File: src/rtl/kestrel2_pkg.sv
// Shared Kestrel-2 keyboard port definitions: bus address, status bit layout
// and the PS/2 frame helpers used by the receiver.
package kestrel2_pkg;

   localparam logic [15:0] KBD_ADDR      = 16'hFFFE;
   localparam int          KBD_VALID     = 15;
   localparam int          KBD_OVR       = 14;
   localparam int          KBD_ERR       = 13;
   localparam int          PS2_DATA_BITS = 8;

   typedef enum logic [1:0] {
      RX_IDLE,
      RX_DATA,
      RX_PARITY,
      RX_STOP
   } rx_state_t;

   // PS/2 uses odd parity over data+parity and a stop bit of 1.
   function automatic logic frame_ok(input logic [7:0] data, input logic par,
                                     input logic stop);
      return stop & (^{data, par});
   endfunction

endpackage

File: src/rtl/ps2_frame_rx.sv
// PS/2 device-to-host deframer: pin synchronizers, clock glitch filter,
// bit-level FSM and a frame timeout that abandons stalled partial frames.
module ps2_frame_rx
   import kestrel2_pkg::*;
#(
   parameter int FILTER_LEN     = 8,
   parameter int TIMEOUT_CYCLES = 5000
) (
   input  logic       clk_i,
   input  logic       rst_ni,
   input  logic       ps2c_i,
   input  logic       ps2d_i,
   output logic [7:0] byte_o,
   output logic       byte_stb_o,
   output logic       err_stb_o
);

   localparam int FLT_W = $clog2(FILTER_LEN + 1);
   localparam int TMO_W = $clog2(TIMEOUT_CYCLES + 1);

   logic             c_s1, c_s2, d_s1, d_s2;
   logic             c_filt, c_filt_d, fall;
   logic [FLT_W-1:0] flt_cnt;
   logic [TMO_W-1:0] tmo_cnt;
   logic             tmo_hit;
   rx_state_t        state, state_nx;
   logic [2:0]       bit_cnt;
   logic [7:0]       shreg;
   logic             par_q;
   logic             shift_en, frame_good, frame_bad;

   assign fall    = c_filt_d & ~c_filt;
   assign tmo_hit = (state != RX_IDLE) && !fall &&
                    (tmo_cnt == TMO_W'(TIMEOUT_CYCLES - 1));
   assign byte_o  = shreg;

   always_comb begin
      state_nx   = state;
      shift_en   = 1'b0;
      frame_good = 1'b0;
      frame_bad  = 1'b0;
      case (state)
         RX_IDLE:   if (fall && !d_s2) state_nx = RX_DATA;
         RX_DATA:   if (fall) begin
                       shift_en = 1'b1;
                       if (bit_cnt == 3'(PS2_DATA_BITS - 1)) state_nx = RX_PARITY;
                    end
         RX_PARITY: if (fall) state_nx = RX_STOP;
         RX_STOP:   if (fall) begin
                       state_nx = RX_IDLE;
                       if (frame_ok(shreg, par_q, d_s2)) frame_good = 1'b1;
                       else                              frame_bad  = 1'b1;
                    end
         default:   state_nx = RX_IDLE;
      endcase
      if (tmo_hit) begin
         state_nx  = RX_IDLE;
         frame_bad = 1'b1;
      end
   end

   always_ff @(posedge clk_i or negedge rst_ni) begin
      if (!rst_ni) begin
         c_s1       <= 1'b1;
         c_s2       <= 1'b1;
         d_s1       <= 1'b1;
         d_s2       <= 1'b1;
         c_filt     <= 1'b1;
         c_filt_d   <= 1'b1;
         flt_cnt    <= '0;
         tmo_cnt    <= '0;
         state      <= RX_IDLE;
         bit_cnt    <= '0;
         byte_stb_o <= 1'b0;
         err_stb_o  <= 1'b0;
      end else begin
         c_s1     <= ps2c_i;
         c_s2     <= c_s1;
         d_s1     <= ps2d_i;
         d_s2     <= d_s1;
         c_filt_d <= c_filt;
         // A run of FILTER_LEN samples disagreeing with c_filt flips it.
         if (c_s2 == c_filt) begin
            flt_cnt <= '0;
         end else if (flt_cnt == FLT_W'(FILTER_LEN - 1)) begin
            c_filt  <= c_s2;
            flt_cnt <= '0;
         end else begin
            flt_cnt <= flt_cnt + 1'b1;
         end
         if (state == RX_IDLE || fall) tmo_cnt <= '0;
         else                          tmo_cnt <= tmo_cnt + 1'b1;
         state      <= state_nx;
         byte_stb_o <= frame_good;
         err_stb_o  <= frame_bad;
         if (state == RX_IDLE) bit_cnt <= '0;
         else if (shift_en)    bit_cnt <= bit_cnt + 1'b1;
      end
   end

   always_ff @(posedge clk_i) begin
      if (shift_en) shreg <= {d_s2, shreg[7:1]};
      if (state == RX_PARITY && fall) par_q <= d_s2;
   end

endmodule

File: src/rtl/kbd_ps2io.sv
// Kestrel-2 keyboard port: PS/2 receiver, byte FIFO, sticky overrun/error
// flags and a single-cycle-ack J1A data-bus responder.
module kbd_ps2io
   import kestrel2_pkg::*;
#(
   parameter int FILTER_LEN     = 8,
   parameter int TIMEOUT_CYCLES = 5000,
   parameter int FIFO_AW        = 2
) (
   input  logic        sys_clk_i,
   input  logic        sys_rst_i,
   input  logic        ps2c_i,
   input  logic        ps2d_i,
   input  logic [15:0] dat_dat_i,
   output logic [15:0] dat_dat_o,
   input  logic        dat_we_i,
   input  logic        dat_cyc_i,
   input  logic        dat_stb_i,
   output logic        dat_ack_o
);

   localparam int DEPTH = 1 << FIFO_AW;

   logic [7:0]         rx_byte;
   logic               rx_stb, rx_err;
   logic [7:0]         mem [DEPTH];
   logic [FIFO_AW-1:0] wr_ptr, rd_ptr;
   logic [FIFO_AW:0]   count;
   logic               ovr, err;
   logic               bus_go, rd_go, wr_go;
   logic               empty, full, pop, push, flush;
   logic [7:0]         head;
   logic               wr_unused;

   ps2_frame_rx #(
      .FILTER_LEN     (FILTER_LEN),
      .TIMEOUT_CYCLES (TIMEOUT_CYCLES)
   ) u_rx (
      .clk_i      (sys_clk_i),
      .rst_ni     (sys_rst_i),
      .ps2c_i     (ps2c_i),
      .ps2d_i     (ps2d_i),
      .byte_o     (rx_byte),
      .byte_stb_o (rx_stb),
      .err_stb_o  (rx_err)
   );

   // bus_go marks the edge at which ack rises; every side effect happens there.
   assign bus_go    = dat_cyc_i & dat_stb_i & ~dat_ack_o;
   assign rd_go     = bus_go & ~dat_we_i;
   assign wr_go     = bus_go & dat_we_i;
   assign wr_unused = ^dat_dat_i[12:0];

   assign empty = (count == '0);
   assign full  = (count == (FIFO_AW + 1)'(DEPTH));
   assign pop   = rd_go & ~empty;
   assign flush = wr_go & dat_dat_i[KBD_VALID];
   assign push  = rx_stb & ~flush & (~full | pop);
   assign head  = empty ? 8'h00 : mem[rd_ptr];

   always_ff @(posedge sys_clk_i or negedge sys_rst_i) begin
      if (!sys_rst_i) begin
         dat_ack_o <= 1'b0;
         dat_dat_o <= '0;
         wr_ptr    <= '0;
         rd_ptr    <= '0;
         count     <= '0;
         ovr       <= 1'b0;
         err       <= 1'b0;
      end else begin
         dat_ack_o <= bus_go;
         if (rd_go) dat_dat_o <= {~empty, ovr, err, 5'b0, head};
         if (flush) begin
            wr_ptr <= '0;
            rd_ptr <= '0;
            count  <= '0;
         end else begin
            if (push) wr_ptr <= wr_ptr + 1'b1;
            if (pop)  rd_ptr <= rd_ptr + 1'b1;
            if (push && !pop)      count <= count + 1'b1;
            else if (pop && !push) count <= count - 1'b1;
         end
         // Sticky flags: a new event in the same cycle as a clear keeps the flag set.
         ovr <= (rx_stb & ~push & ~flush) | (ovr & ~(wr_go & dat_dat_i[KBD_OVR]));
         err <= rx_err | (err & ~(wr_go & dat_dat_i[KBD_ERR]));
      end
   end

   always_ff @(posedge sys_clk_i) begin
      if (push) mem[wr_ptr] <= rx_byte;
   end

endmodule

File: config.mk
export PLATFORM = sky130hd
export DESIGN_NAME = kbd_ps2io
export DESIGN_NICKNAME = d
export VERILOG_FILES = /design/src/rtl/kestrel2_pkg.sv /design/src/rtl/ps2_frame_rx.sv /design/src/rtl/kbd_ps2io.sv
export SDC_FILE = /design/constraint.sdc
export NUM_CORES = 1
export LEC_CHECK = 0
export CORE_UTILIZATION = 42
export CTS_CLUSTER_SIZE = 14
export DETAILED_ROUTE_END_ITERATION = 8
export DONT_BUFFER_PORTS = 1
export PLACE_DENSITY = 0.61
export SKIP_CTS_REPAIR_TIMING = 1
export SLEW_MARGIN = 5
export SYNTH_ARGS = -nofsm -noshare
export SYNTH_HDL_FRONTEND = slang
export SYNTH_HIERARCHICAL = 1
export SYNTH_SLANG_ARGS = --single-unit
File: constraint.sdc
create_clock -name sys_clk_i -period 3.9 [get_ports sys_clk_i]
set_input_delay 0.585 -clock sys_clk_i [delete_from_list [all_inputs] [get_ports sys_clk_i]]
set_output_delay 0.585 -clock sys_clk_i [all_outputs]
set_load 0.005 [all_outputs]
==> flow_metrics.env <==
export IMPL_status="completed"
export IMPL_criticalPathCategory="reg -> reg"
export IMPL_fin_skew_ns=0.01851
export IMPL_cp_arrival_ns=2.54
export IMPL_synth_top_area_cell="edfxtp_1"
export IMPL_final_layout_size_suffix_gt1_share_pct=14.24
export IMPL_crit_path_cell_trace="and3b_1 -> and3_2 -> nor3_1 -> fa_1 -> nor2b_1 -> nand2_1 -> a32oi_1 -> a21oi_1"
export IMPL_total_power_mw=2.357
export IMPL_final_common_cell="dfrtp_1"
export IMPL_reg2reg_slack_ns=1.62
export IMPL_grt_pass1_vias=2235
export IMPL_synth_edf_count=41
export IMPL_r2r_end="count[2]"
export IMPL_slew_headroom_pct=58.74
export IMPL_synth_top_area_share_pct=30.06
export IMPL_syn_avg_cell_area_um2=13.47
export IMPL_grt_max_degree=52
export IMPL_grtUsageMet1_pct=18.43
export IMPL_antenna_found_initial=0
export IMPL_use_met3_pct=3.814
export IMPL_place_inst=421
export IMPL_post_drt_wl_per_cell_um=15.07
export IMPL_drc_errors=0
export IMPL_critical_path_buf_inv_count=0
export IMPL_ys_types=57
export IMPL_crit_fanout=8
export IMPL_yosysSeqAreaShare_pct=61.41
export IMPL_worstMarginPinSlew_ns=0.6189
export IMPL_cp_top_family="simple AND/OR/NAND/NOR gates"
export IMPL_cellPowerDensity_nw_per_um2=536.6
export IMPL_synthCells=304
export IMPL_routed_via_density=5.162
export IMPL_yosys_most_used_dff="dfrtp_1"
export IMPL_required_ns=4.16
export IMPL_clk_pin_slew_ns=0.11
export IMPL_async_flop_share_pct=55.43
export IMPL_crit_path_start_kind="flop"
export IMPL_grt_setup_unrepaired="no"
export IMPL_hold_class="in -> async"
export IMPL_netlist_area_um2=4095
export IMPL_ant_nets=0
export IMPL_drt_initial_drc_count=74
export IMPL_setup_tns_ns=0
export IMPL_grt_busiest_layer="met2"
export IMPL_n_fill_cell=823
export IMPL_cts_buffer_depth=2
export IMPL_ios=40
export IMPL_std_cell_rows=35
export IMPL_fp_dieH_um=100.7
export IMPL_core_um2=9328
export IMPL_finalSetupViolations=0
export IMPL_worstSkewPairLatency_ns=0.37
export IMPL_drv_slew=0
export IMPL_hold_viol=0
export IMPL_r2r_start="dat_ack_o"
export IMPL_period_needed_ns=2.277
export IMPL_worst_slack_ns=1.623
export IMPL_dieArea_um2=10150
export IMPL_power_static_leakage_nw=1.731
export IMPL_grt_overflow=0
export IMPL_grtUsageTotal_pct=14.59
export IMPL_numCtsBuffers=9
export IMPL_cts_htree_levels=3
export IMPL_cp_end_kind="flop"
export IMPL_start_util_pct=43.90
export IMPL_final_nets=341
export IMPL_vias=2261
export IMPL_drt_total_wl_mm=6.599
export IMPL_min_period_over_period_pct=58.38
export IMPL_slowest_stage="dfrtp_1"
export IMPL_cts_num_sinks=92
export IMPL_cts_root_buffer="clkbuf_8"
export IMPL_dpl_hpwl_mm=4.264
export IMPL_cts_tree="done"
export IMPL_antenna_cells=0
export IMPL_yosys_top_cells_area="edfxtp_1, dfrtp_1, mux4_2"
export IMPL_syn_to_final_growth_pct=7.241
export IMPL_die_x_um=100.7
export IMPL_max_freq_ghz=0.4392
export IMPL_ys_seq_elements=92
export IMPL_stdcell_count=438
export IMPL_numPortBuffers=0
export IMPL_yosys_warnings=6
export IMPL_gp_congestion=0.7731
export IMPL_layout_cells_most_common_list="dfrtp_1, edfxtp_1, nor2_1, nand2_1"
export IMPL_grtUsageMet2_pct=24.08
export IMPL_grt_pass1_wl_mm=11.22
export IMPL_dp_slack_ns=1.502
export IMPL_cap_violations=0
export IMPL_reg2reg_depth=8
export IMPL_firstDrtPassIters=4
export IMPL_slowest_delay_ns=0.42
export IMPL_irDropWorstVdd_v=0.0002424
[cells by family (layout without fill, tap and decap cells)]
kind of cell,after synthesis,in the layout,synth area share (%)
other,1,5,0.09157
buffers and inverters,29,30,4.216
xor gates and xnor gates,25,25,5.683
adders and majority gates,14,14,4.461
DFF,92,92,61.41
and+or+nand+nor,98,98,12.86
AOI/OAI and AO/OA,36,36,6.599
muxes,9,9,4.675
[power by group]
part / switching, mW / internal, mW
clock: 0.357 / 0.306
combinational: 0.245 / 0.204
sequential: 0.111 / 1.13
total: 0.713 / 1.64
[stage by stage]
| stage | area [um2] | utilization (%) | hold slack (ns) |
|---|---|---|---|
| after global placement | 4155 | 44.55 | 0.2907 |
| after global routing | 4392 | 47.08 | 0.03783 |
| after floorplan | 4110 | - | 0.2894 |
| after CTS | 4364 | 46.79 | -0.1231 |
| final | 4392 | 47.08 | 0.04317 |
| after detailed placement | 4155 | 44.55 | 0.2906 |
[Yosys cell counts, types with 2 or more instances]
| master | number |
|---|---|
| inv_1 | 11 |
| nor3_1 | 8 |
| and2_1 | 6 |
| o22ai_1 | 2 |
| ha_1 | 13 |
| buf_6 | 4 |
| a22o_1 | 9 |
| clkbuf_1 | 4 |
| edfxtp_1 | 41 |
| nand3_1 | 13 |
| a22oi_1 | 2 |
| nand4bb_1 | 2 |
| xnor2_1 | 13 |
| nand4_1 | 3 |
| buf_2 | 3 |
| dfstp_2 | 6 |
| nor2_1 | 24 |
| or3_1 | 2 |
| nor4_1 | 5 |
| xor2_1 | 11 |
| a21o_1 | 3 |
| nor2b_1 | 2 |
| o21ai_0 | 3 |
| nand3b_1 | 3 |
| or3b_1 | 2 |
| nand2_1 | 17 |
| buf_4 | 5 |
| dfrtp_1 | 45 |
| a21oi_1 | 7 |
| mux4_2 | 8 |
[flip-flops by register name (all words and copies together), names as in the netlist, 2 cells and up]
name          count
rd_ptr            2
u_rx/bit_cnt      3
mem              32
u_rx/tmo_cnt     13
u_rx/state        2
u_rx/byte_o       8
u_rx/flt_cnt      4
dat_dat_o        11
count             3
wr_ptr            2
[routing by layer]
metal	vias to the layer above	part of all wire, %	wire, um
met5	-	0	0
met4	0	1.7	109
met3	10	2.6	171
met2	27	48	3164
met1	1133	48	3153
li1	1091	-	-
[cell type report]
| type | count | area, um2 | area share (%) |
|---|---|---|---|
| Sequential cell | 92 | 2515 | 57.26 |
| Tap cell | 129 | 161.4 | 3.675 |
| Inverter | 11 | 41.29 | 0.9402 |
| Timing Repair Buffer | 3 | 42.54 | 0.9687 |
| Clock inverter | 7 | 85.08 | 1.937 |
| Multi-Input combinational cell | 187 | 1423 | 32.39 |
| Clock buffer | 9 | 123.9 | 2.821 |
[worst register-to-register path, delay by kind of cell (launching register included)]
kind | cells | cell delay (ns)
AO/OA/AOI/OAI | 2 | 0.30
flip-flops | 1 | 0.42
adder cells (fa/ha/maj) | 1 | 0.42
AND/OR/NAND/NOR | 5 | 1.05
[worst max path at each step]
stage	from	end	cells past startpoint
floorplan	dat_we_i	count[2]	10
global placement	dat_we_i	count[2]	9
detailed placement	dat_cyc_i	count[2]	8
CTS	dat_ack_o	count[2]	8
global route	dat_ack_o	count[2]	8
finish	dat_ack_o	count[2]	8
Power figures use the tool's default switching activity.
